--- src/rtl/dram_ctrl_pkg.sv ---
// Shared widths, scheduler state encoding and request-entry layout for the
// DRAM request scheduler.
package dram_ctrl_pkg;

    localparam int unsigned ROW_W  = 4;
    localparam int unsigned DATA_W = 32;
    localparam int unsigned TAG_W  = 2;

    typedef enum logic [1:0] {
        IDLE,
        BUSY,
        RESP
    } state_t;

    typedef struct packed {
        logic [ROW_W-1:0] row;
        logic [TAG_W-1:0] tag;
    } req_entry_t;

endpackage

--- src/rtl/dram_hit_picker.sv ---
// Combinational entry selector: oldest open-row hit when allowed, otherwise
// the oldest entry. Age order is the slot index (slot 0 is the oldest).
module dram_hit_picker
    import dram_ctrl_pkg::*;
#(
    parameter  int unsigned DEPTH = 4,
    localparam int unsigned IDX_W = (DEPTH > 1) ? $clog2(DEPTH) : 1
) (
    input  logic [DEPTH-1:0][ROW_W-1:0] entry_rows,
    input  logic [DEPTH-1:0]            entry_valid,
    input  logic [ROW_W-1:0]            open_row,
    input  logic                        open_row_valid,
    input  logic                        force_oldest,
    output logic [IDX_W-1:0]            sel_idx
);

    logic [IDX_W-1:0] oldest_idx;
    logic [IDX_W-1:0] hit_idx;
    logic             found_oldest;
    logic             found_hit;

    // Scan in age order for the oldest valid entry and the oldest row hit.
    always_comb begin
        oldest_idx   = '0;
        hit_idx      = '0;
        found_oldest = 1'b0;
        found_hit    = 1'b0;
        for (int unsigned i = 0; i < DEPTH; i++) begin
            if (entry_valid[i] && !found_oldest) begin
                oldest_idx   = IDX_W'(i);
                found_oldest = 1'b1;
            end
            if (entry_valid[i] && (entry_rows[i] == open_row) && !found_hit) begin
                hit_idx   = IDX_W'(i);
                found_hit = 1'b1;
            end
        end
        sel_idx = (open_row_valid && found_hit && !force_oldest) ? hit_idx : oldest_idx;
    end

endmodule

--- src/rtl/dram_req_sched.sv ---
// DRAM request scheduler: buffers requests in age order, issues one at a
// time to a single bank favouring open-row hits with a bypass limit, and
// returns tagged responses with a bank-wait timeout.
module dram_req_sched
    import dram_ctrl_pkg::*;
#(
    parameter int unsigned DEPTH      = 4,
    parameter int unsigned MAX_BYPASS = 3,
    parameter int unsigned TIMEOUT    = 16
) (
    input  logic              clk,
    input  logic              rst,
    input  logic              req_valid,
    input  logic [ROW_W-1:0]  req_row,
    input  logic [TAG_W-1:0]  req_tag,
    output logic              req_ready,
    output logic [ROW_W-1:0]  bank_row,
    output logic              bank_valid,
    input  logic [DATA_W-1:0] bank_data,
    input  logic              bank_data_valid,
    output logic              resp_valid,
    output logic [TAG_W-1:0]  resp_tag,
    output logic [ROW_W-1:0]  resp_row,
    output logic [DATA_W-1:0] resp_data,
    output logic              resp_err
);

    localparam int unsigned IDX_W = (DEPTH > 1) ? $clog2(DEPTH) : 1;
    localparam int unsigned CNT_W = $clog2(DEPTH + 1);
    localparam int unsigned BYP_W = (MAX_BYPASS > 0) ? $clog2(MAX_BYPASS + 1) : 1;
    localparam int unsigned TMR_W = (TIMEOUT > 1) ? $clog2(TIMEOUT) : 1;
    localparam logic [CNT_W-1:0] DEPTH_C    = CNT_W'(DEPTH);
    localparam logic [BYP_W-1:0] BYP_MAX_C  = BYP_W'(MAX_BYPASS);
    localparam logic [TMR_W-1:0] TMR_LAST_C = TMR_W'(TIMEOUT - 1);

    state_t                       state, state_n;
    req_entry_t [DEPTH-1:0]       entries, entries_n;
    logic [CNT_W-1:0]             count, count_n;
    logic [BYP_W-1:0]             bypass_cnt;
    logic [TMR_W-1:0]             timer;
    logic [ROW_W-1:0]             open_row;
    logic                         open_row_valid;
    logic [TAG_W-1:0]             cur_tag;
    logic [DEPTH-1:0][ROW_W-1:0]  slot_rows;
    logic [DEPTH-1:0]             slot_valid;
    logic [IDX_W-1:0]             sel_idx;
    logic                         issue;
    logic                         push;
    logic                         timeout_hit;

    // The issuing slot frees up on the same edge, so it does not block a push.
    assign issue       = (state == IDLE) && (count != '0);
    assign req_ready   = (count < DEPTH_C) || issue;
    assign push        = req_valid && req_ready;
    assign timeout_hit = (timer == TMR_LAST_C);
    assign resp_valid  = (state == RESP);

    // Present slot rows and occupancy to the picker.
    always_comb begin
        slot_rows  = '0;
        slot_valid = '0;
        for (int unsigned i = 0; i < DEPTH; i++) begin
            slot_rows[i]  = entries[i].row;
            slot_valid[i] = (i < 32'(count));
        end
    end

    dram_hit_picker #(
        .DEPTH (DEPTH)
    ) u_picker (
        .entry_rows     (slot_rows),
        .entry_valid    (slot_valid),
        .open_row       (open_row),
        .open_row_valid (open_row_valid),
        .force_oldest   (bypass_cnt == BYP_MAX_C),
        .sel_idx        (sel_idx)
    );

    // Remove the issued slot by shifting younger slots down, then append any push.
    always_comb begin
        entries_n = entries;
        count_n   = count;
        if (issue) begin
            for (int unsigned i = 0; i < DEPTH - 1; i++) begin
                if (i >= 32'(sel_idx)) begin
                    entries_n[IDX_W'(i)] = entries[IDX_W'(i + 1)];
                end
            end
            count_n = count - CNT_W'(1);
        end
        if (push) begin
            entries_n[IDX_W'(count_n)] = '{row: req_row, tag: req_tag};
            count_n = count_n + CNT_W'(1);
        end
    end

    // Next-state logic for the issue/wait/respond sequence.
    always_comb begin
        state_n = state;
        case (state)
            IDLE:    if (count != '0) state_n = BUSY;
            BUSY:    if (bank_data_valid || timeout_hit) state_n = RESP;
            RESP:    state_n = IDLE;
            default: state_n = IDLE;
        endcase
    end

    // State register.
    always_ff @(posedge clk) begin
        if (rst) state <= IDLE;
        else     state <= state_n;
    end

    // Buffer, issue, open-row tracking and response capture.
    always_ff @(posedge clk) begin
        if (rst) begin
            entries        <= '0;
            count          <= '0;
            bypass_cnt     <= '0;
            timer          <= '0;
            open_row       <= '0;
            open_row_valid <= 1'b0;
            cur_tag        <= '0;
            bank_row       <= '0;
            bank_valid     <= 1'b0;
            resp_tag       <= '0;
            resp_row       <= '0;
            resp_data      <= '0;
            resp_err       <= 1'b0;
        end else begin
            entries <= entries_n;
            count   <= count_n;
            case (state)
                IDLE: begin
                    if (issue) begin
                        bank_row   <= entries[sel_idx].row;
                        cur_tag    <= entries[sel_idx].tag;
                        bank_valid <= 1'b1;
                        timer      <= '0;
                        bypass_cnt <= (sel_idx == '0) ? '0 : bypass_cnt + BYP_W'(1);
                    end
                end
                BUSY: begin
                    if (bank_data_valid) begin
                        resp_data      <= bank_data;
                        resp_tag       <= cur_tag;
                        resp_row       <= bank_row;
                        resp_err       <= 1'b0;
                        open_row       <= bank_row;
                        open_row_valid <= 1'b1;
                        bank_valid     <= 1'b0;
                    end else if (timeout_hit) begin
                        resp_data      <= '0;
                        resp_tag       <= cur_tag;
                        resp_row       <= bank_row;
                        resp_err       <= 1'b1;
                        open_row_valid <= 1'b0;
                        bank_valid     <= 1'b0;
                    end else begin
                        timer <= timer + TMR_W'(1);
                    end
                end
                default: ;
            endcase
        end
    end

endmodule

--- config.mk ---
export PLATFORM = sky130hd
export DESIGN_NAME = dram_req_sched
export DESIGN_NICKNAME = d
export VERILOG_FILES = /design/src/rtl/dram_ctrl_pkg.sv /design/src/rtl/dram_hit_picker.sv /design/src/rtl/dram_req_sched.sv
export SDC_FILE = /design/constraint.sdc
export NUM_CORES = 1
export LEC_CHECK = 0
export ABC_CLOCK_PERIOD_IN_PS = 3750
export BUFFER_PORTS_ARGS = -buffer_cell sky130_fd_sc_hd__buf_4
export CELL_PAD_IN_SITES_DETAIL_PLACEMENT = 1
export CELL_PAD_IN_SITES_GLOBAL_PLACEMENT = 1
export CORE_ASPECT_RATIO = 0.8
export CORE_MARGIN = 4
export CORE_UTILIZATION = 40
export CTS_BUF_LIST = sky130_fd_sc_hd__clkbuf_8
export DETAILED_ROUTE_END_ITERATION = 6
export HOLD_SLACK_MARGIN = 0.02
export PLACE_DENSITY_LB_ADDON = 0.1
export SLEW_MARGIN = 5
export SYNTH_ARGS = -nofsm -noshare
export SYNTH_HDL_FRONTEND = slang
export SYNTH_SLANG_ARGS = --single-unit
--- constraint.sdc ---
create_clock -name clk -period 3.75 [get_ports clk]
set_input_delay 0.5625 -clock clk [delete_from_list [all_inputs] [get_ports clk]]
set_output_delay 0.5625 -clock clk [all_outputs]
set_load 0.01 [all_outputs]
* Word level (Yosys, flattened, before mapping)
Cells that the tools add are included.
** Storage, ports and cells
- Word-level logic and storage cells :: 132
- Register bits after elaboration :: 86
- Bits of input ports :: 42
** Operators by class
- Add/subtract/negate cells :: 4
- Eq/ne operators :: 14
- Muxes and demuxes :: 47
- Magnitude comparators :: 11
- Reduce and logical (&&, ||, !) cells :: 35
** Operator list (number)
- 32-bit two-way mux :: 2
- 18-bit two-way mux :: 2
- 6-bit two-way mux :: 5
- 24-bit bitwise mux :: 1
- 2-bit two-way mux :: 10
- 4-bit two-way mux :: 5
- 4-bit == test :: 4
- 1-bit logical AND :: 15
- 1-bit two-way mux :: 15
- 6-bit binary-select mux with 2-bit select :: 1
- 6-bit demux with 2-bit select :: 1
- 2-bit != test (second input constant) :: 4
- 4-bit case mux with 2 select lines :: 1
- 2-bit AND reduction :: 4
- 1-bit logical NOT :: 7
- 1-bit by 3-bit < comparator with 1-bit output (first input constant) :: 2
- 2-bit by 3-bit < comparator with 1-bit output (first input constant) :: 2
- 2-bit by 3-bit < comparator with 1-bit output (second input constant) :: 2
- 3-bit two-way mux :: 2
- 4-bit by 1-bit adder with 4-bit output (second input constant) :: 1
- 2-bit == test (second input constant) :: 2
- 4-bit == test (second input constant) :: 1
- 1-bit by 2-bit >= comparator with 1-bit output (first input constant) :: 2
- 2-bit logical NOT :: 2
- other kinds (16) :: 18

* Logic depth before layout (Yosys ltp)
- Word-level depth :: 20
- Mapped depth :: 14
- Depth with buffers taken out :: 12

* Cells and area by module
Synthesis repeated with hierarchy kept, for this count alone.
** Second synthesis, totals
- Cell total of the unflattened synthesis :: 440
- Area total of the unflattened synthesis :: 3866.2 µm²
** By module, submodules not included
- dram_req_sched :: times used 1, seq. area each 1721.7 µm², cells each 401, area each 3595.9 µm²
- dram_hit_picker :: times used 1, seq. area each 0.0 µm², cells each 39, area each 270.3 µm²

* Least setup slack after synthesis
OpenSTA, ideal clock, no wires.
- Path kind :: register to register
- From :: reg count[0]
- To :: reg entries[10] in the netlist's numbering
- Period minus slack after synthesis :: 2.866 ns
- Data required time :: 3.616 ns
- Arrival :: 2.733 ns
- Buffers on the path :: 3
- Setup time :: 0.134 ns
- Setup slack :: 0.884 ns
- Cell stages (with the launch flop) :: 13
- Cells stage by stage :: dfxtp_1 inv_1 ha_1 a21boi_0 clkbuf_1 xnor2_1 inv_1 ha_1 and3_1 clkbuf_1 clkbuf_1 nor4_1 nor4_1
** Between the ends
- Word-level cells in the longest chain between the ends :: 20
- Elaborated cells between the ends (all ways) :: 53
- Those cells by class :: add/sub (1); order compare (8); mux (21); reduce/logical (23)
** RTL lines
- start, declared :: line dram_req_sched.sv:38 : logic [CNT_W-1:0] count, count_n;
- start signal, assigned :: line dram_req_sched.sv:132 : count <= count_n;
- 1-bit by 3-bit < comparator with 1-bit output :: line dram_req_sched.sv:64 : slot_valid[i] = (i < 32'(count));
- 1-bit logical AND :: line dram_hit_picker.sv:33 : if (entry_valid[i] && (entry_rows[i] == open_row) && !found_hit) begin
- 1-bit two-way mux :: line dram_hit_picker.sv:33
- 1-bit logical NOT :: line dram_hit_picker.sv:33
- 1-bit logical AND :: line dram_hit_picker.sv:33
- 1-bit two-way mux :: line dram_hit_picker.sv:33
- 1-bit logical NOT :: line dram_hit_picker.sv:33
- 1-bit logical AND :: line dram_hit_picker.sv:33
- [... 3 more ...]
- 1-bit two-way mux :: line dram_hit_picker.sv:33
- 1-bit logical AND (2 in a row) :: line dram_hit_picker.sv:38 : sel_idx = (open_row_valid && found_hit && !force_oldest) ? hit_idx : oldest_idx;
- 2-bit two-way mux :: line dram_hit_picker.sv:38
- 1-bit by 2-bit >= comparator with 1-bit output :: line dram_req_sched.sv:85 : if (i >= 32'(sel_idx)) begin
- 6-bit two-way mux :: line dram_req_sched.sv:85
- 18-bit two-way mux :: line dram_req_sched.sv:83 : if (issue) begin
- 24-bit bitwise mux :: line dram_req_sched.sv:92 : entries_n[IDX_W'(count_n)] = '{row: req_row, tag: req_tag};
- 18-bit two-way mux * :: line dram_req_sched.sv:91 : if (push) begin
- end signal, assigned :: line dram_req_sched.sv:131 : entries <= entries_n;
- end, declared :: line dram_req_sched.sv:37 : req_entry_t [DEPTH-1:0] entries, entries_n;
Every way passes the cells marked *; elsewhere a longest branch is shown, timed or not.
A chain may end at the register's enable or synchronous reset.

* Worst setup path after layout
- From :: reg count[0]
- To :: reg entries[9] in the netlist's numbering
The elaborated chain is that of the path after synthesis.

==> metrics <==
status=finished clean; WL/cell=18.9 um; post-route antenna net violation count=0; crit path buf inv count=3; Nets=572; Cells on Worst Hold Path=3; Reg area=1720 um^2; mapped cell area=3940 um^2; Core Util, Final=0.498; area of the multi-input gates=2030 um^2; # hold bufs at CTS=0; total core area=9610 um^2; CP most frequent cell=inv_1; worst setup margin=963 ps; Vias=3710; # rows=32; Hold Path Class=primary input to flip-flop; Area Overhead vs Synth=21.5%; I/O Pins=88; gr busiest metal=met2; vias per cell=5.75; post-CTS sizing=0; post-synthesis cell type count=42; leakage=2.00 nW; Setup TNS=0 ps; number of global-route vias before repair=3742; Arrival @ worst endpoint=3040 ps; met3 Resource Use GR=0.0602; crit-path leading delay family=simple AND/OR/NAND/NOR gates; capturing point of the worst reg2reg path=entries[9]$_SDFF_PP0_; Post-CTS Setup Inserts=0; Routability Congestion=0.848; CP max-delay cell=and3_1; CP peak stage delay=540 ps; # setup viols final=0; worst-path cell chain=inv_1 -> ha_1 -> inv_1 -> o21ai_2 -> nand2_1 -> o21ai_0 -> inv_1 -> ha_1 -> and3_1 -> or3_1 -> o21ai_0 -> nor4_1; CTS H-tree depth=3; initial antenna violation count=0; first-pass GRT wire length=20000 um; post-DP HPWL=8760 um; initial DRC count=306; pins over their slew limit=0; syn_nets=507; synthesized flop and latch total=86; layout cells sized above 1=0.219; sequential area share after synthesis=0.437; Total GRT Usage=0.215; Startpoint Class=flip-flop; Initial Util=0.410; Worst Max-Slew Pin Slew=1140 ps; Max IR drop VDD=430 uV; Clock Tree Root=clkbuf_8; final hold vios=0; minimum clock period=2790 ps; Post-DP Area=4610 um^2; DIE AREA=11500 um^2; IO Port Bufs=87; CTS tree=built; cell count after synthesis=456; CP endpoint kind=flip-flop; Worst Hold End=resp_data[29]$_SDFFE_PP0P_; Max-Cap Viols=0; clk_lat worst skew=370 ps; number of diodes=0; number of buffers inserted during clock tree synthesis=9; aggregate routed wire length=12200 um; CP max FO=18; Fillers=1143; RSZ-0062 raised after global routing=false; Die W=119 um; met2 Use GR=0.340; grt ovf=0; crit path kind=flip-flop to flip-flop; Relative slew margins=0.234; R2R setup slack=960 ps; Die Ht=96.8 um; Power, Total=3.48 mW; pwr/cell area=728 nW/um^2; hold path start=bank_data[29]; drt drc=0; CP required=4010 ps; clk_skew=8.45 ps; synthesized area per cell=8.64 um^2; Clock transition at path regs=90 ps; clock tree buffer depth=2; R2R depth=12; CTS sink cnt=86; launch point of the worst reg-to-reg path=count[0]$_SDFF_PP0_; Highest Clock Rate=359 MHz; setup slack at placement=979 ps; Finished Cell Area=4790 um^2; largest net degree at the start of global routing=50; fin crit share=0.743; yosys warns=0; met1 usage=0.295; router iterations before antenna repair=4
power breakdown:
group / total, mW / switching, mW / leakage (nW) / internal (mW)
registers: 1.32 / 0.218 / 0.701 / 1.10
clock network: 0.602 / 0.360 / 0.0834 / 0.242
logic: 1.56 / 0.938 / 1.21 / 0.623
flip-flops by register name, summed over array words and instances (netlist names):
register	count
resp_data	32
entries	24
bank_row	4
open_row	4
resp_row	4
timer	4
count	3
bypass_cnt	2
cur_tag	2
resp_tag	2
state	2
bank_valid	1
open_row_valid	1
resp_err	1
through the flow:
stage | hold slack [ps] | cells
4_1_cts | 427 | 645
5_1_grt | 431 | 645
2_1_floorplan | 449 | 456
3_5_place_dp | 465 | 629
6_report | 437 | 645
3_3_place_gp | 452 | 629
how the worst max path moves through the flow:
stage	from	endpoint	slack (ps)	cells after the start
finish	count[0]$_SDFF_PP0_	entries[9]$_SDFF_PP0_	960	12
global route	count[0]$_SDFF_PP0_	entries[9]$_SDFF_PP0_	700	11
CTS	count[0]$_SDFF_PP0_	entries[9]$_SDFF_PP0_	950	11
detailed placement	count[1]$_SDFF_PP0_	entries[9]$_SDFF_PP0_	980	11
global placement	count[0]$_SDFF_PP0_	entries[9]$_SDFF_PP0_	1140	11
floorplan	count[0]$_SDFF_PP0_	entries[10]$_SDFF_PP0_	880	12
logic make-up after synthesis:
| logic type | after synthesis | share of synthesized area |
|---|---|---|
| AO/OA/AOI/OAI | 106 | 0.196 |
| AND/OR/NAND/NOR | 175 | 0.206 |
| adder cells (fa/ha/maj) | 9 | 0.0286 |
| buffers and inverters | 45 | 0.0502 |
| XOR/XNOR | 22 | 0.0489 |
| multiplexers | 13 | 0.0330 |
| flip-flops | 86 | 0.437 |
Yosys cell counts, drive strengths merged:
cell,instances,area (um^2)
dfxtp,86,1720
nor2,74,278
a22oi,32,240
nand2,32,120
clkbuf,29,109
nor4,21,131
a21oi,18,90.1
o21ai,17,88.8
nand3,16,80.1
mux2i,13,130
xor2,12,105
xnor2,10,87.6
a211oi,9,67.6
buf,9,62.6
ha,9,113
or3,8,50.1
inv,7,26.3
a311oi,6,52.6
nor3b,6,45.0
a211o,4,35.0
a221o,4,43.8
nor3,4,20.0
o211ai,4,30.0
and2,3,18.8
and3,3,18.8
nor2b,3,18.8
a21boi,2,15.0
a221oi,2,17.5
a31oi,2,12.5
nand2b,2,12.5
nand4,2,12.5
o221ai,2,17.5
a2bb2oi,1,8.76
a31o,1,17.5
o31ai,1,7.51
o41ai,1,27.5
or2,1,6.26
worst min-delay path, stage by stage:
cell     delay (ps)
buf_4            70
a22oi_1          60
nor2_1           80
cell usage in the layout, fill, tap and decap left out, types with 3 or more instances in the layout:
cell type and n:
a22oi_1 32, clkbuf_8 9, o211ai_1 4, and2_1 3, nor4_1 21, buf_4 92, inv_1 8, a221o_2 3
nor2b_1 3, and3_1 3, ha_1 9, nor2_1 74, a311oi_1 6, dfxtp_1 86, mux2i_1 13, nor3b_1 6
o21ai_0 15, clkinvlp_4 3, xor2_1 12, or3_1 8, a211o_1 4, a21oi_1 18, nand2_1 32, xnor2_1 10
nor3_1 4, a211oi_1 9, nand3_1 16
layer usage:
metal  routed length [um]  up-vias
met4                  134        0
li1                     -     1762
met1                 5740     1830
met3                  678       14
met5                    0        -
met2                 5650      104
layout make-up:
cell class | count | share of cell area
multi-input combinational | 325 | 0.423
sequential | 86 | 0.360
timing repair buffer | 92 | 0.144
tap | 119 | 0.0311
clock buffer | 9 | 0.0259
clock inverter | 7 | 0.0102
inverter | 7 | 0.00549
Note: power is estimated with default switching activity, not from simulation.
